### config.mk
export PLATFORM = sky130hd
export DESIGN_NAME = id_fwd_scoreboard_flat
export DESIGN_NICKNAME = d
export VERILOG_FILES = /design/src/rtl/mcpu_pkg.sv /design/src/rtl/id_fwd_scoreboard_if.sv /design/src/rtl/id_fwd_scoreboard_fwd_mux.sv /design/src/rtl/id_fwd_scoreboard.sv /design/src/flat_wrapper.sv
export SDC_FILE = /design/constraint.sdc
export NUM_CORES = 1
export LEC_CHECK = 0
export ABC_CLOCK_PERIOD_IN_PS = 3350
export BUFFER_PORTS_ARGS = -buffer_cell sky130_fd_sc_hd__buf_2
export CAP_MARGIN = 20
export CORE_MARGIN = 4
export CORE_UTILIZATION = 26
export DETAILED_ROUTE_END_ITERATION = 8
export SYNTH_ARGS = -nofsm -noshare
export SYNTH_HDL_FRONTEND = slang
export SYNTH_HIERARCHICAL = 1
export SYNTH_SLANG_ARGS = --single-unit
### constraint.sdc
create_clock -name clk -period 3.35 [get_ports clk]
set_input_delay 0.1675 -clock clk [delete_from_list [all_inputs] [get_ports clk]]
set_output_delay 0.1675 -clock clk [all_outputs]
set_load 0.05 [all_outputs]
### src/rtl/mcpu_pkg.sv
// mcpu shared types: datapath widths, special register indices
// and the decode-stage scoreboard slot.
package mcpu_pkg;

    localparam int DATA_W = 16;
    localparam int REG_AW = 4;

    // General registers R0..R7 sit below the special registers.
    localparam logic [REG_AW-1:0] SP_ADDR = 4'd8;
    localparam logic [REG_AW-1:0] T_ADDR  = 4'd9;
    localparam logic [REG_AW-1:0] IH_ADDR = 4'd10;

    typedef struct packed {
        logic              we;
        logic [REG_AW-1:0] addr;
        logic              load;
    } sb_slot_t;

    localparam sb_slot_t SLOT_BUBBLE = '0;

    function automatic logic slot_hit(
        input sb_slot_t          s,
        input logic              en,
        input logic [REG_AW-1:0] a
    );
        return en & s.we & (s.addr == a);
    endfunction

endpackage

### src/rtl/id_fwd_scoreboard_if.sv
// Decode-stage operand/hazard bundle between ID control, the
// register file, downstream stages and the forwarding scoreboard.
interface id_fwd_if #(
    parameter int DATA_W = 16,
    parameter int REG_AW = 4,
    parameter int NUM_RD = 2,
    parameter int DEPTH  = 3,
    parameter int CNT_W  = 4
);

    logic                     id_valid_i;
    logic [NUM_RD-1:0]        rd_en_i;
    logic [NUM_RD*REG_AW-1:0] rd_addr_i;
    logic [NUM_RD*DATA_W-1:0] rf_data_i;
    logic                     wr_en_i;
    logic [REG_AW-1:0]        wr_addr_i;
    logic                     is_load_i;
    logic [DEPTH*DATA_W-1:0]  stage_wdata_i;
    logic                     flush_i;
    logic                     hold_i;
    logic [NUM_RD*DATA_W-1:0] opnd_o;
    logic                     stall_o;
    logic                     issue_o;
    logic [CNT_W-1:0]         stall_cnt_o;
    logic                     timeout_o;

    modport master (
        output id_valid_i, rd_en_i, rd_addr_i, rf_data_i,
        output wr_en_i, wr_addr_i, is_load_i,
        output stage_wdata_i, flush_i, hold_i,
        input  opnd_o, stall_o, issue_o,
        input  stall_cnt_o, timeout_o
    );

    modport slave (
        input  id_valid_i, rd_en_i, rd_addr_i, rf_data_i,
        input  wr_en_i, wr_addr_i, is_load_i,
        input  stage_wdata_i, flush_i, hold_i,
        output opnd_o, stall_o, issue_o,
        output stall_cnt_o, timeout_o
    );

endinterface

### src/rtl/id_fwd_scoreboard_fwd_mux.sv
// Per-read-port priority selector: youngest matching slot
// supplies the operand and flags a too-young load.
module fwd_mux
    import mcpu_pkg::*;
#(
    parameter int DW         = 16,
    parameter int DEPTH      = 3,
    parameter int LOAD_STAGE = 2
) (
    input  sb_slot_t [DEPTH-1:0] slots,
    input  logic [DEPTH*DW-1:0]  stage_data,
    input  logic [DW-1:0]        rf_data,
    input  logic                 rd_en,
    input  logic [REG_AW-1:0]    rd_addr,
    output logic [DW-1:0]        opnd,
    output logic                 hazard
);

    logic hit;

    always_comb begin
        opnd   = rf_data;
        hazard = 1'b0;
        hit    = 1'b0;
        for (int k = 0; k < DEPTH; k++) begin
            if (!hit && slot_hit(slots[k], rd_en, rd_addr)) begin
                hit    = 1'b1;
                opnd   = stage_data[k*DW +: DW];
                hazard = slots[k].load && (k < LOAD_STAGE);
            end
        end
    end

endmodule

### src/rtl/id_fwd_scoreboard.sv
// Decode operand resolution: tracks in-flight writes, forwards
// from EX/MEM/WB, interlocks load-use and watches stall length.
module id_fwd_scoreboard
    import mcpu_pkg::*;
#(
    parameter int DATA_W     = 16,
    parameter int REG_AW     = 4,
    parameter int NUM_RD     = 2,
    parameter int DEPTH      = 3,
    parameter int LOAD_STAGE = 2,
    parameter int MAX_STALL  = 15
) (
    input  logic     clk,
    input  logic     rst,
    id_fwd_if.slave  bus
);

    localparam int CNT_W = $clog2(MAX_STALL + 1);
    localparam logic [CNT_W-1:0] CNT_MAX = CNT_W'(MAX_STALL);

    sb_slot_t [DEPTH-1:0]     sb_q;
    sb_slot_t                 push;
    logic [NUM_RD-1:0]        hz;
    logic [NUM_RD*DATA_W-1:0] mux_opnd;
    logic                     stall;
    logic                     issue;
    logic [CNT_W-1:0]         cnt_q;
    logic [CNT_W-1:0]         cnt_d;
    logic                     to_q;

    for (genvar p = 0; p < NUM_RD; p++) begin : g_port
        fwd_mux #(
            .DW         (DATA_W),
            .DEPTH      (DEPTH),
            .LOAD_STAGE (LOAD_STAGE)
        ) u_mux (
            .slots      (sb_q),
            .stage_data (bus.stage_wdata_i),
            .rf_data    (bus.rf_data_i[p*DATA_W +: DATA_W]),
            .rd_en      (bus.rd_en_i[p]),
            .rd_addr    (bus.rd_addr_i[p*REG_AW +: REG_AW]),
            .opnd       (mux_opnd[p*DATA_W +: DATA_W]),
            .hazard     (hz[p])
        );
    end

    // Flush beats a hazard: the instruction is discarded anyway.
    always_comb begin
        stall = ~rst & bus.id_valid_i & ~bus.flush_i & (|hz);
        issue = ~rst & bus.id_valid_i & ~stall
              & ~bus.flush_i & ~bus.hold_i;
        push      = SLOT_BUBBLE;
        push.we   = bus.wr_en_i;
        push.addr = bus.wr_addr_i;
        push.load = bus.is_load_i;
    end

    always_ff @(posedge clk) begin
        if (rst) begin
            sb_q <= '0;
        end else if (!bus.hold_i) begin
            sb_q[0] <= issue ? push : SLOT_BUBBLE;
            for (int k = 1; k < DEPTH; k++) begin
                sb_q[k] <= sb_q[k-1];
            end
        end
    end

    always_comb begin
        cnt_d = cnt_q;
        if (issue || bus.flush_i) begin
            cnt_d = '0;
        end else if (bus.hold_i) begin
            cnt_d = cnt_q;
        end else if (stall && cnt_q != CNT_MAX) begin
            cnt_d = cnt_q + 1'b1;
        end
    end

    always_ff @(posedge clk) begin
        if (rst) begin
            cnt_q <= '0;
            to_q  <= 1'b0;
        end else begin
            cnt_q <= cnt_d;
            to_q  <= to_q | (cnt_d == CNT_MAX);
        end
    end

    assign bus.opnd_o      = rst ? '0 : mux_opnd;
    assign bus.stall_o     = stall;
    assign bus.issue_o     = issue;
    assign bus.stall_cnt_o = cnt_q;
    assign bus.timeout_o   = to_q;

endmodule

### src/flat_wrapper.sv
// flat-port wrapper written by rule: the top's interface ports become plain ports
module id_fwd_scoreboard_flat import mcpu_pkg::*;
#(
    parameter int DATA_W     = 16,
    parameter int REG_AW     = 4,
    parameter int NUM_RD     = 2,
    parameter int DEPTH      = 3,
    parameter int LOAD_STAGE = 2,
    parameter int MAX_STALL  = 15
)
  (clk, rst, bus_id_valid_i, bus_rd_en_i, bus_rd_addr_i, bus_rf_data_i, bus_wr_en_i, bus_wr_addr_i, bus_is_load_i, bus_stage_wdata_i, bus_flush_i, bus_hold_i, bus_opnd_o, bus_stall_o, bus_issue_o, bus_stall_cnt_o, bus_timeout_o);
  id_fwd_if #(.DATA_W(DATA_W), .REG_AW(REG_AW), .NUM_RD(NUM_RD), .DEPTH(DEPTH), .CNT_W(4)) bus_i ();
  input  logic clk;
  input  logic rst;
  input wire logic [$bits(bus_i.id_valid_i)-1:0] bus_id_valid_i;
  input wire logic [$bits(bus_i.rd_en_i)-1:0] bus_rd_en_i;
  input wire logic [$bits(bus_i.rd_addr_i)-1:0] bus_rd_addr_i;
  input wire logic [$bits(bus_i.rf_data_i)-1:0] bus_rf_data_i;
  input wire logic [$bits(bus_i.wr_en_i)-1:0] bus_wr_en_i;
  input wire logic [$bits(bus_i.wr_addr_i)-1:0] bus_wr_addr_i;
  input wire logic [$bits(bus_i.is_load_i)-1:0] bus_is_load_i;
  input wire logic [$bits(bus_i.stage_wdata_i)-1:0] bus_stage_wdata_i;
  input wire logic [$bits(bus_i.flush_i)-1:0] bus_flush_i;
  input wire logic [$bits(bus_i.hold_i)-1:0] bus_hold_i;
  output wire logic [$bits(bus_i.opnd_o)-1:0] bus_opnd_o;
  output wire logic [$bits(bus_i.stall_o)-1:0] bus_stall_o;
  output wire logic [$bits(bus_i.issue_o)-1:0] bus_issue_o;
  output wire logic [$bits(bus_i.stall_cnt_o)-1:0] bus_stall_cnt_o;
  output wire logic [$bits(bus_i.timeout_o)-1:0] bus_timeout_o;
  assign bus_i.id_valid_i = bus_id_valid_i;
  assign bus_i.rd_en_i = bus_rd_en_i;
  assign bus_i.rd_addr_i = bus_rd_addr_i;
  assign bus_i.rf_data_i = bus_rf_data_i;
  assign bus_i.wr_en_i = bus_wr_en_i;
  assign bus_i.wr_addr_i = bus_wr_addr_i;
  assign bus_i.is_load_i = bus_is_load_i;
  assign bus_i.stage_wdata_i = bus_stage_wdata_i;
  assign bus_i.flush_i = bus_flush_i;
  assign bus_i.hold_i = bus_hold_i;
  assign bus_opnd_o = bus_i.opnd_o;
  assign bus_stall_o = bus_i.stall_o;
  assign bus_issue_o = bus_i.issue_o;
  assign bus_stall_cnt_o = bus_i.stall_cnt_o;
  assign bus_timeout_o = bus_i.timeout_o;
  id_fwd_scoreboard #(.DATA_W(DATA_W), .REG_AW(REG_AW), .NUM_RD(NUM_RD), .DEPTH(DEPTH), .LOAD_STAGE(LOAD_STAGE), .MAX_STALL(MAX_STALL)) u_core (.clk(clk), .rst(rst), .bus(bus_i));
endmodule
* Word level (Yosys, flattened, before mapping)
Index checks and enable logic that the tools add are counted.
** Word-level totals
- Logic and storage cells :: 74
- Flip-flop bits (word level) :: 22
- Input bits :: 101
- Output and inout bits :: 39
** Cells by class
- Multiplexer cells :: 21
- Equal/unequal tests :: 8
- $add $sub $neg :: 1
- Reductions and logical operators :: 11
- Bitwise gates (word level) :: 23
** Operators with widths (number)
- $mux 16 :: 6
- $mux 32 :: 1
- $eq 4x4->1 :: 6
- $and 1x1->1 :: 18
- $mux 4 :: 3
- $mux 1 :: 10
- $mux 6 :: 1
- $logic_and 1x1->1 :: 5
- $add 4x1->4 const B :: 1
- $eq 4x4->1 const B :: 1
- $logic_not 1->1 :: 4
- $ne 4x4->1 const B :: 1
- $not 1->1 :: 4
- $reduce_or 2->1 :: 1
- $logic_or 1x1->1 :: 1
- $or 1x1->1 :: 1

* Logic depth before layout (Yosys ltp)
Gate-level depths: netlist of the first run.
- Word-level depth :: 19
- Depth in mapped cells :: 13
- Depth with buffers taken out :: 10

* Hierarchy
The synthesis of the first run kept the hierarchy.
** Modules (own cells, without submodules)
- fwd_mux :: seq. area each 0.0 sq um, cells each 117, times used 2, area an instance 789.5 sq um
- id_fwd_scoreboard :: seq. area each 460.4 sq um, cells each 127, times used 1, area an instance 1144.8 sq um

* Worst setup path before layout of the first run
Ideal clock, no wire load.
- Kind :: register -> output
- From :: register u_core/sb_q[7] (netlist bit)
- To :: output bus_stall_o
- Arrival :: 3.268 ns
- Setup slack :: -0.086 ns
- Cell stages (with the launch flop) :: 11
- Path buffers :: 3
- Required time :: 3.182 ns
- Cell sequence :: dfxtp_1 -> xnor2_1 -> nand3_1 -> or2_1 -> clkbuf_1 -> buf_2 -> buf_1 -> nor2_1 -> a22o_1 -> nor2_1 -> nor4b_1
** Between the ends
- Cells in the longest elaborated chain, start to end :: 9
- Elaborated cells on any way between the ends :: 18
- Those cells by class :: eq/ne: 2; mux: 6; bitwise: 3; reduce/logical: 7
** RTL lines
- from (decl) :: line id_fwd_scoreboard.sv:21 : sb_slot_t [DEPTH-1:0] sb_q;
- from (signal, indexed assignment) :: line id_fwd_scoreboard.sv:64 : sb_q[k] <= sb_q[k-1];
- $eq 4x4->1 (*) :: line mcpu_pkg.sv:26 : return en & s.we & (s.addr == a);
- $and 1x1->1 (*) :: line mcpu_pkg.sv:26
- $logic_and 1x1->1 (*) :: line id_fwd_scoreboard_fwd_mux.sv:26 : if (!hit && slot_hit(slots[k], rd_en, rd_addr)) begin
- $mux 1 :: line id_fwd_scoreboard_fwd_mux.sv:26
- $logic_not 1->1 :: line id_fwd_scoreboard_fwd_mux.sv:26
- $logic_and 1x1->1 :: line id_fwd_scoreboard_fwd_mux.sv:26
- $mux 1 (*) :: line id_fwd_scoreboard_fwd_mux.sv:26
- named net u_core.hz[1] :: line id_fwd_scoreboard.sv:23 : logic [NUM_RD-1:0] hz;
- $reduce_or 2->1 (*) :: line id_fwd_scoreboard.sv:49 : stall = ~rst & bus.id_valid_i & ~bus.flush_i & (|hz);
- $and 1x1->1 (*) :: line id_fwd_scoreboard.sv:49
- to (decl) :: line flat_wrapper.sv:26 : output wire logic [$bits(bus_i.stall_o)-1:0] bus_stall_o;
Mark *: on every way through the listed nets, which the timed path passes. The rest lies on a longest branch.

* Worst setup path after layout of the first run
- From :: register u_core/sb_q[1] (netlist bit)
- To :: output bus_opnd_o[30]
** Between the ends
- Cells in the longest elaborated chain, start to end :: 10
- Elaborated cells on any way between the ends :: 12
- Those cells by class :: eq/ne: 1; mux: 6; bitwise: 1; reduce/logical: 4
** RTL lines
- $eq 4x4->1 (*) :: line mcpu_pkg.sv:26
- $and 1x1->1 (*) :: line mcpu_pkg.sv:26
- $mux 1 :: line id_fwd_scoreboard_fwd_mux.sv:26
- $logic_not 1->1 :: line id_fwd_scoreboard_fwd_mux.sv:26
- $logic_and 1x1->1 :: line id_fwd_scoreboard_fwd_mux.sv:26
- $mux 1 :: line id_fwd_scoreboard_fwd_mux.sv:26
- $logic_not 1->1 :: line id_fwd_scoreboard_fwd_mux.sv:26
- $logic_and 1x1->1 :: line id_fwd_scoreboard_fwd_mux.sv:26
- $mux 16 (*) :: line id_fwd_scoreboard_fwd_mux.sv:26
- named net u_core.mux_opnd[30] :: line id_fwd_scoreboard.sv:24 : logic [NUM_RD*DATA_W-1:0] mux_opnd;
- $mux 32 (*) :: line id_fwd_scoreboard.sv:90 : assign bus.opnd_o = rst ? '0 : mux_opnd;
- to (decl) :: line flat_wrapper.sv:25 : output wire logic [$bits(bus_i.opnd_o)-1:0] bus_opnd_o;
Marks and branches as above.

==> out/results.ini, run 1 <==
[drt]
wl_per_cell_um = 15.63
drt_first_pass_iters = 5
postRouteAntennaNets = 0
num_vias = 3074
viasPerCell = 5.031
drc = 0
drt_iter0_drc = 158
routed_wirelength_um = 9547

[yosys]
netlist_area_um2 = 2690
synth_fp_nets = 460
yosysWarningCount = 6
syn-instance-count = 358
avgSynthCellArea_um2 = 7.514

[worst_setup_path]
critical_path_class = reg -> out
max_stage_delay_ns = 0.76
start_kind = flip-flop
critPathBufInv = 1
arrival_ns = 2.78
critical_path.endpoint_type = primary output
cp_cell_sequence = xnor2_1 > nand2_1 > or4_1 > and3_4 > o31ai_1 > nor2b_1 > buf_2
cp_slowest_cell = or4_1
r2r_setup_slack_ns = 0.66
critPathMaxFanout = 16
critPathTopFamily = simple AND/OR/NAND/NOR gates
critPathRequiredTime_ns = 3.18

[die]
boundaryPins = 140
row_count = 36
die_w_um = 109.7
dieArea_um2 = 12040
start_util = 0.2715
core_area_um2 = 9910
die_h_um = 109.7

[flow_run]
maxCapViolations = 0

[pwr]
p_int_w = 0.0005382
pwr-share-comb = 0.352
power.density_nw_per_um2 = 222.2
p_sw_frac = 0.3205
clock_power_share = 0.314
p_total_w = 0.0007921
leakagePower_nw = 1.531
peakVddDrop_mv = 0.1673
pwr-share-seq = 0.335
p_switching_w = 0.0002538

[sta]
rsz0062_at_grt = no
tightest_slew_ns = 0.9765
slew_violations = 0
finalSetupViolCount = 0
post-route-min-period_ns = 2.944
max_clock_freq_mhz = 339.7
fin_crit_sh = 0.8788
finalHoldViolCount = 0
max_slew_margin = 0.3490
tns_ns = 0
fin_skew_ns = 0.01128

[grt]
met3_usage = 0.02055
overflow = 0
grt_usage = 0.1522
grtUsageMet1 = 0.1863
grt_max_degree = 54
grt_pass1_vias = 3070
grt_pass1_wl_um = 14770
busiest_layer = met2
antenna_found_initial = 0
use_met2 = 0.2786

[clocking]
cts_resized = 0
clkTransAtPathRegs_ns = 0.09
htreeDepth = 1
clock-sinks = 22
cts-root-buf = clkbuf_8
clock_latency_ns = 0.27
cts_buffers = 3
clock_path_buffers = 2
postCtsHoldBufs = 0
postCtsSetupRepairBufs = 0
cts_tree = built

[place]
place_congestion = 0.8470
dp_hpwl_um = 7328
place.port_buffers = 139

[final_layout]
areaGrowthSynthToFinish_pct = 32.51
diodes = 0
layout-drive-gt1-share = 0.3410
nets = 581

[run_status]
status = completed

[min_path]
hold_path_class = in -> reg

-- cells in the final DEF (no fill, tap or decap), types with 2 or more instances in the layout --
cell	n
a22o_1	2
a22oi_1	6
a32o_1	30
and3_4	2
buf_2	139
buf_4	9
clkbuf_8	3
dfxtp_1	22
inv_1	34
mux2i_1	12
nand2_1	4
nand2b_1	31
nand3_1	8
nand4_1	2
nor2_1	27
nor2b_1	32
nor4_2	2
nor4_4	2
o211a_1	2
o211ai_1	30
o21ai_0	3
o31ai_1	2
or2_1	2
or3_1	30
or4_1	3
xnor2_1	16
xor2_1	11
-- power groups by stage --
stage | Clock, W | Sequential (W) | Combinational [W]
detailed placement | 0 | 0.000271 | 0.000280
global route | 0.000267 | 0.000266 | 0.000300
CTS | 0.000254 | 0.000265 | 0.000281
global placement | 0 | 0.000271 | 0.000279
floorplan | 0 | 0.000271 | 0.000171
finish | 0.000248 | 0.000265 | 0.000278
-- metrics by stage --
stage / util / area [um^2] / cells / hold slack [ns] / setup slack (ns)
6_report: 0.3597 / 3565 / 611 / 0.1279 / 0.4062
3_3_place_gp: 0.3525 / 3493 / 607 / 0.3979 / 0.7425
5_1_grt: 0.3597 / 3565 / 611 / 0.1509 / 0.2051
3_5_place_dp: 0.3525 / 3493 / 607 / 0.4075 / 0.7267
2_1_floorplan: - / 2696 / 358 / 0.3116 / 0.01418
4_1_cts: 0.3597 / 3565 / 611 / 0.1219 / 0.4050
-- layout make-up --
cell class,count,area (um^2)
timing repair buffer,148,763.2
tap,133,166.4
clock buffer,3,41.29
sequential,22,440.4
multi-input combinational,270,1996
fill,1066,6345
inverter,34,127.6
clock inverter,1,30.03
-- final timing paths --
path / start / to / cells past startpoint
worst max-delay path: u_core/sb_q[1]$_SDFFE_PP0N_ / bus_opnd_o[30] / 7
worst min-delay path: bus_wr_addr_i[2] / u_core/sb_q[3]$_SDFFE_PP0N_ / 3
worst max register to register: u_core/sb_q[10]$_SDFFE_PP0N_ / u_core/bus.timeout_o$_SDFF_PP0_ / 10
worst min register to register: u_core/bus.timeout_o$_SDFF_PP0_ / u_core/bus.timeout_o$_SDFF_PP0_ / 2
-- registers in the layout, indices dropped and copies added (netlist names) --
name and cells:
u_core/bus.stall_cnt_o 4, u_core/bus.timeout_o 1, u_core/sb_q 17
-- worst min-delay path: stages --
cell     delay (ns)
buf_2          0.08
a22oi_1        0.05
nor2_1         0.07
-- layer usage --
metal / share of wire / vias up / wire, um
li1: - / 1518 / -
met1: 0.41 / 1424 / 3955
met2: 0.50 / 124 / 4738
met3: 0.080 / 8 / 764
met4: 0.0093 / 0 / 89
met5: 0 / - / 0
(Power assumes the default switching activity.)
==> run 2, diff against run 1 <==
==> constraint.sdc (replaced) <==
create_clock -name clk -period 3.35 [get_ports clk]
set_input_delay 0 -clock clk [delete_from_list [all_inputs] [get_ports clk]]
set_output_delay 0 -clock clk [all_outputs]
set_load 0.05 [all_outputs]
==> run 2 against run 1 <==
  * Sequential share of layout area down 0.17 points
  * Worst hold slack improved by 0.068 ns
  * Register-to-register slack better by 0.23 ns
  * Clock power rose by 2%
  * Via count increased by 1.8%
==> out/results.ini, run 2 (same netlist as run 1, synthesis figures left out) <==
[sta]
rsz0062_at_grt = no
slew_violations = 0  ; unchanged
max_clock_freq_mhz = 353.6  ; +4.1%
post-route-min-period_ns = 2.828  ; -0.1161 ns
fin_skew_ns = 0.007903  ; -0.003379 ns
tns_ns = 0  ; unchanged
finalHoldViolCount = 0  ; unchanged
fin_crit_sh = 0.8441  ; -0.03466
max_slew_margin = 0.3725  ; +0.02354
finalSetupViolCount = 0  ; unchanged
tightest_slew_ns = 0.9412  ; -0.03531 ns

[final_layout]
layout_commonest_cell = buf_2
nets = 586  ; +0.86%
nFillCells = 1069  ; +0.28%
final_cell_mix = buf_2, inv_1, nor2b_1
layout-drive-gt1-share = 0.3333  ; -0.007671
largest_register_ffs = 17  ; unchanged
utilization = 0.3646  ; +0.004924
regMostFlops = u_core/sb_q
areaGrowthSynthToFinish_pct = 34.33
instances_no_fill = 617  ; +0.98%

[grt]
overflow = 0  ; unchanged
grt_pass1_wl_um = 15320  ; +3.7%
grt_usage = 0.1586  ; +0.006410
grt_pass1_vias = 3081  ; +0.36%
grt_max_degree = 54  ; unchanged
antenna_found_initial = 1  ; +1

[place]
dp_hpwl_um = 7571  ; +3.3%
place_congestion = 0.7993  ; -5.6%
dp_cells = 606  ; -0.16%
place.port_buffers = 139  ; unchanged

[run_status]
status = completed

[clocking]
clock_latency_ns = 0.27  ; about the same
cts_tree = built
htreeDepth = 1  ; unchanged
clock-sinks = 22  ; unchanged
clock_path_buffers = 2  ; unchanged
postCtsSetupRepairBufs = 0  ; unchanged
cts-root-buf = clkbuf_8
clkTransAtPathRegs_ns = 0.09  ; about the same
cts_buffers = 3  ; unchanged

[drt]
drc = 0  ; unchanged
routed_wirelength_um = 9858  ; +3.3%
drt_iter0_drc = 203  ; +28%
drt_first_pass_iters = 5  ; unchanged
wl_per_cell_um = 15.98  ; +2.3%
viasPerCell = 5.073  ; +0.83%
num_vias = 3130  ; +1.8%
postRouteAntennaNets = 0  ; unchanged

[worst_setup_path]
start_kind = flip-flop
cp_slowest_cell = or4_1
critPathBufInv = 1  ; unchanged
arrival_ns = 2.83  ; +0.05 ns
critPathTopFamily = simple AND/OR/NAND/NOR gates
critPathMaxFanout = 16  ; unchanged
critical_path.endpoint_type = primary output
max_stage_delay_ns = 0.74  ; -0.02 ns
critical_path_class = reg -> out
critPathRequiredTime_ns = 3.35  ; +0.17 ns
cp_cell_sequence = xnor2_1 > nand2_1 > or4_1 > and3_4 > o31ai_1 > nor2b_1 > buf_2

[die]
start_util = 0.2715  ; unchanged
row_count = 36  ; unchanged
dieArea_um2 = 12040  ; unchanged
core_area_um2 = 9910  ; unchanged
boundaryPins = 140  ; unchanged
die_h_um = 109.7  ; unchanged
die_w_um = 109.7  ; unchanged

[pwr]
p_total_w = 0.0008046  ; +1.6%
power.density_nw_per_um2 = 222.7  ; +0.21%
peakVddDrop_mv = 0.1654  ; -1.1%
leakagePower_nw = 1.550  ; +1.2%

[min_path]
hold_path_class = in -> reg

[flow_run]
maxCapViolations = 0  ; unchanged

[run 2: cell count changes in the layout (fill, tap and decap cells not counted)]
cell,before,now
buf_4,9,8
nor4b_1,0,1
diode_2,0,1
nor4b_2,1,0
dlygate4sd3_1,0,6
[run 2: power breakdown]
group	switching, W	total, W	leakage, nW	internal [W]
combinational	0.000168	0.000287	1.34	0.000120
sequential	0.00000216	0.000265	0.177	0.000263
clock	0.0000924	0.000252	0.0357	0.000160
[run 2: final cells by class]
class                           count  area [um^2]  area share
Antenna cell                        1        2.502   0.0006925
Clock buffer                        3        41.29     0.01143
Clock inverter                      1        30.03    0.008310
Inverter                           34        127.6     0.03532
Multi-Input combinational cell    270         1989      0.5506
Sequential cell                    22        440.4      0.1219
Tap cell                          133        166.4     0.04605
Timing Repair Buffer              153        815.8      0.2258
[run 2: per-stage QoR]
step	hold slack [ns]	setup WS (ns)	instance area [um^2]
after global routing	0.2161	0.3800	3613
after floorplan	0.1441	0.01418	2690
after detailed placement	0.2438	0.8401	3480
after global placement	0.2335	0.8655	3480
final	0.1959	0.5223	3613
after CTS	0.1849	0.5040	3611
[run 2: what timing repair did]
item / 4_1_cts / 5_1_grt
hold buffers: 6 / 0
resized for setup: 0 / 0
endpoints found under the hold margin: 6 / 0
[run 2: tightest hold or removal path, delay by kind of cell]
family | cells | cell delay, ns
AO/OA/AOI/OAI | 1 | 0.25
buffers and inverters | 1 | 0.10
AND/OR/NAND/NOR | 1 | 0.07
[run 2: worst paths after layout]
path,startpoint,end,slack [ns],cells past startpoint
setup / recovery,u_core/sb_q[1]$_SDFFE_PP0N_,bus_opnd_o[30],0.52,7
hold / removal,bus_flush_i,u_core/bus.stall_cnt_o[2]$_SDFF_PP0_,0.20,3
setup reg to reg,u_core/sb_q[1]$_SDFFE_PP0N_,u_core/bus.timeout_o$_SDFF_PP0_,0.89,10
hold reg to reg,u_core/bus.timeout_o$_SDFF_PP0_,u_core/bus.timeout_o$_SDFF_PP0_,0.47,2
[run 2: metal layers]
metal,wire length [um],global-route usage
met3,678,0.01938
met5,0,0
met4,113,0.03295
met1,4084,0.1953
met2,4981,0.2938
==> run 3, diff against run 2 <==
Settings changed: ABC_CLOCK_PERIOD_IN_PS 3350 to 2550.
Clock period 3.35 ns to 2.55 ns, I/O delays scaled along.
==> run 3 against run 2 <==
  * Final area up 2.3%
  * Critical path depth is 1 higher
  * Clock power down 18%
  * Via count is 0.86% higher
  * Critical path type unchanged
  * Largest power group unchanged
==> out/results.ini, run 3 (same netlist as run 1, synthesis figures left out) <==
[final_layout]
regMostFlops = u_core/sb_q
final_area_um2 = 3695  ; +2.3%
multi_input_area_um2 = 2039  ; +2.5%
nets = 591  ; +0.85%
instances_no_fill = 620  ; +0.49%
largest_register_ffs = 17  ; unchanged
regArea_um2 = 447.9  ; +1.7%
nFillCells = 1052  ; -1.6%
layout-drive-gt1-share = 0.3655  ; +0.03217
layout_commonest_cell = buf_2
diodes = 0  ; -1
areaGrowthSynthToFinish_pct = 37.35
final_cell_mix = buf_2, inv_1, nand2b_1

[sta]
fin_crit_sh = 0.9451
finalSetupViolCount = 0  ; unchanged
whs_ns = 0.2056  ; +0.009666 ns
post-route-min-period_ns = 2.410
tns_ns = 0  ; unchanged
finalHoldViolCount = 0  ; unchanged
rsz0062_at_grt = no
max_clock_freq_mhz = 414.9
slew_violations = 0  ; unchanged
fin_skew_ns = 0.004051  ; -0.003852 ns
max_slew_margin = 0.6187  ; +0.2462
tightest_slew_ns = 0.5719  ; -0.3694 ns

[drt]
num_vias = 3157  ; +0.86%
postRouteAntennaNets = 0  ; unchanged
viasPerCell = 5.092  ; +0.37%
wl_per_cell_um = 16.03  ; +0.35%
drc = 0  ; unchanged
routed_wirelength_um = 9941  ; +0.84%
drt_iter0_drc = 152  ; -25%
drt_first_pass_iters = 6  ; +1

[clocking]
clock_path_buffers = 2  ; unchanged
clkTransAtPathRegs_ns = 0.07  ; -0.02 ns
cts-root-buf = clkbuf_8
htreeDepth = 1  ; unchanged
clock-sinks = 22  ; unchanged
cts_tree = built
cts_buffers = 3  ; unchanged
clock_latency_ns = 0.25  ; -0.02 ns

[grt]
overflow = 0  ; unchanged
grt_pass1_vias = 3239  ; +5.1%
grt_pass1_wl_um = 15630  ; +2.0%
busiest_layer = met2
antenna_found_initial = 0  ; -1
grt_max_degree = 53  ; -1.9%
use_met2 = 0.2881  ; -0.005667
grt_usage = 0.1592  ; +0.0005737
grtUsageMet1 = 0.1984  ; +0.003055
met3_usage = 0.02173  ; +0.002349

[die]
core_area_um2 = 9910  ; unchanged
row_count = 36  ; unchanged
die_w_um = 109.7  ; unchanged
die_h_um = 109.7  ; unchanged
dieArea_um2 = 12040  ; unchanged
boundaryPins = 140  ; unchanged
start_util = 0.2715  ; unchanged

[worst_setup_path]
critical_path.endpoint_type = primary output
critical_path_class = reg -> out
start_kind = flip-flop
critPathRequiredTime_ns = 2.55  ; -0.80 ns
arrival_ns = 2.41  ; -0.42 ns
critPathMaxFanout = 10  ; -6

[flow_run]
maxCapViolations = 0  ; unchanged

[pwr]
power.density_nw_per_um2 = 254.2  ; +14%
leakagePower_nw = 1.582  ; +2.1%
p_total_w = 0.0009393  ; +17%
peakVddDrop_mv = 0.3212  ; +94%

[run_status]
status = completed

[place]
place_congestion = 0.8467  ; +5.9%
dpl_cell_area_um2 = 3552  ; +2.1%
dp_cells = 610  ; +0.66%
place.port_buffers = 139  ; unchanged
dp_hpwl_um = 7663  ; +1.2%

[min_path]
hold_path_class = in -> reg

[run 3: cell count changes in the layout (fill, tap and decap cells not counted), moves of 3 or more]
cell     previous run  this run
buf_6               0         3
dfxtp_2             0         6
buf_4               8        12
dfxtp_1            22        16
buf_2             139       136
[run 3: layout make-up]
type	count	area share
inverters	34	0.03454
clock buffers	3	0.01118
well taps	133	0.04504
multi-input cells	270	0.5520
flip-flops and latches	22	0.1212
repair buffers	158	0.2360
[run 3: power by group]
part	internal [W]	switching, W	total (W)
Sequential	0.000346	0.00000286	0.000348
Clock	0.000105	0.000102	0.000207
Combinational	0.000162	0.000222	0.000384
[run 3: worst max-delay path, stage by stage (launching register included)]
cell     delay, ns
dfxtp_2       0.37
xnor2_1       0.13
nand2_1       0.13
or4_4         0.58
buf_4         0.20
o211a_1       0.13
o31ai_1       0.22
nor2b_2       0.22
buf_6         0.18
[run 3: timing repair]
| action | 4_1_cts | 5_1_grt |
|---|---|---|
| hold buffers | 6 | 0 |
| hold endpoints to repair | 6 | 0 |
| endpoints found under the setup margin | 2 | 24 |
| gates resized for setup | 4 | 8 |
| pin swaps | 1 | 1 |
| cloned | 0 | 0 |
| setup buffers | 0 | 1 |
[run 3: final timing paths]
kind	slack (ns)	endpoint	start	cells after the start
setup reg to reg	0.18	u_core/bus.timeout_o$_SDFF_PP0_	u_core/sb_q[1]$_SDFFE_PP0N_	9
hold / removal	0.21	u_core/bus.stall_cnt_o[2]$_SDFF_PP0_	bus_flush_i	3
setup / recovery	0.14	bus_opnd_o[30]	u_core/sb_q[1]$_SDFFE_PP0N_	8
hold reg to reg	0.48	u_core/bus.timeout_o$_SDFF_PP0_	u_core/bus.timeout_o$_SDFF_PP0_	2
[run 3: routing by layer]
metal,share of wire,up-vias
met5,0,-
met4,0.014,0
met3,0.077,11
met2,0.49,132
met1,0.42,1471
li1,-,1543
[run 3: metrics by stage]
| step | setup WS, ns | utilization |
|---|---|---|
| floorplan | 0.00008726 | - |
| global placement | 0.2424 | 0.3585 |
| detailed placement | 0.1597 | 0.3585 |
| CTS | 0.007819 | 0.3698 |
| global route | 0.02804 | 0.3729 |
| finish | 0.1399 | 0.3729 |
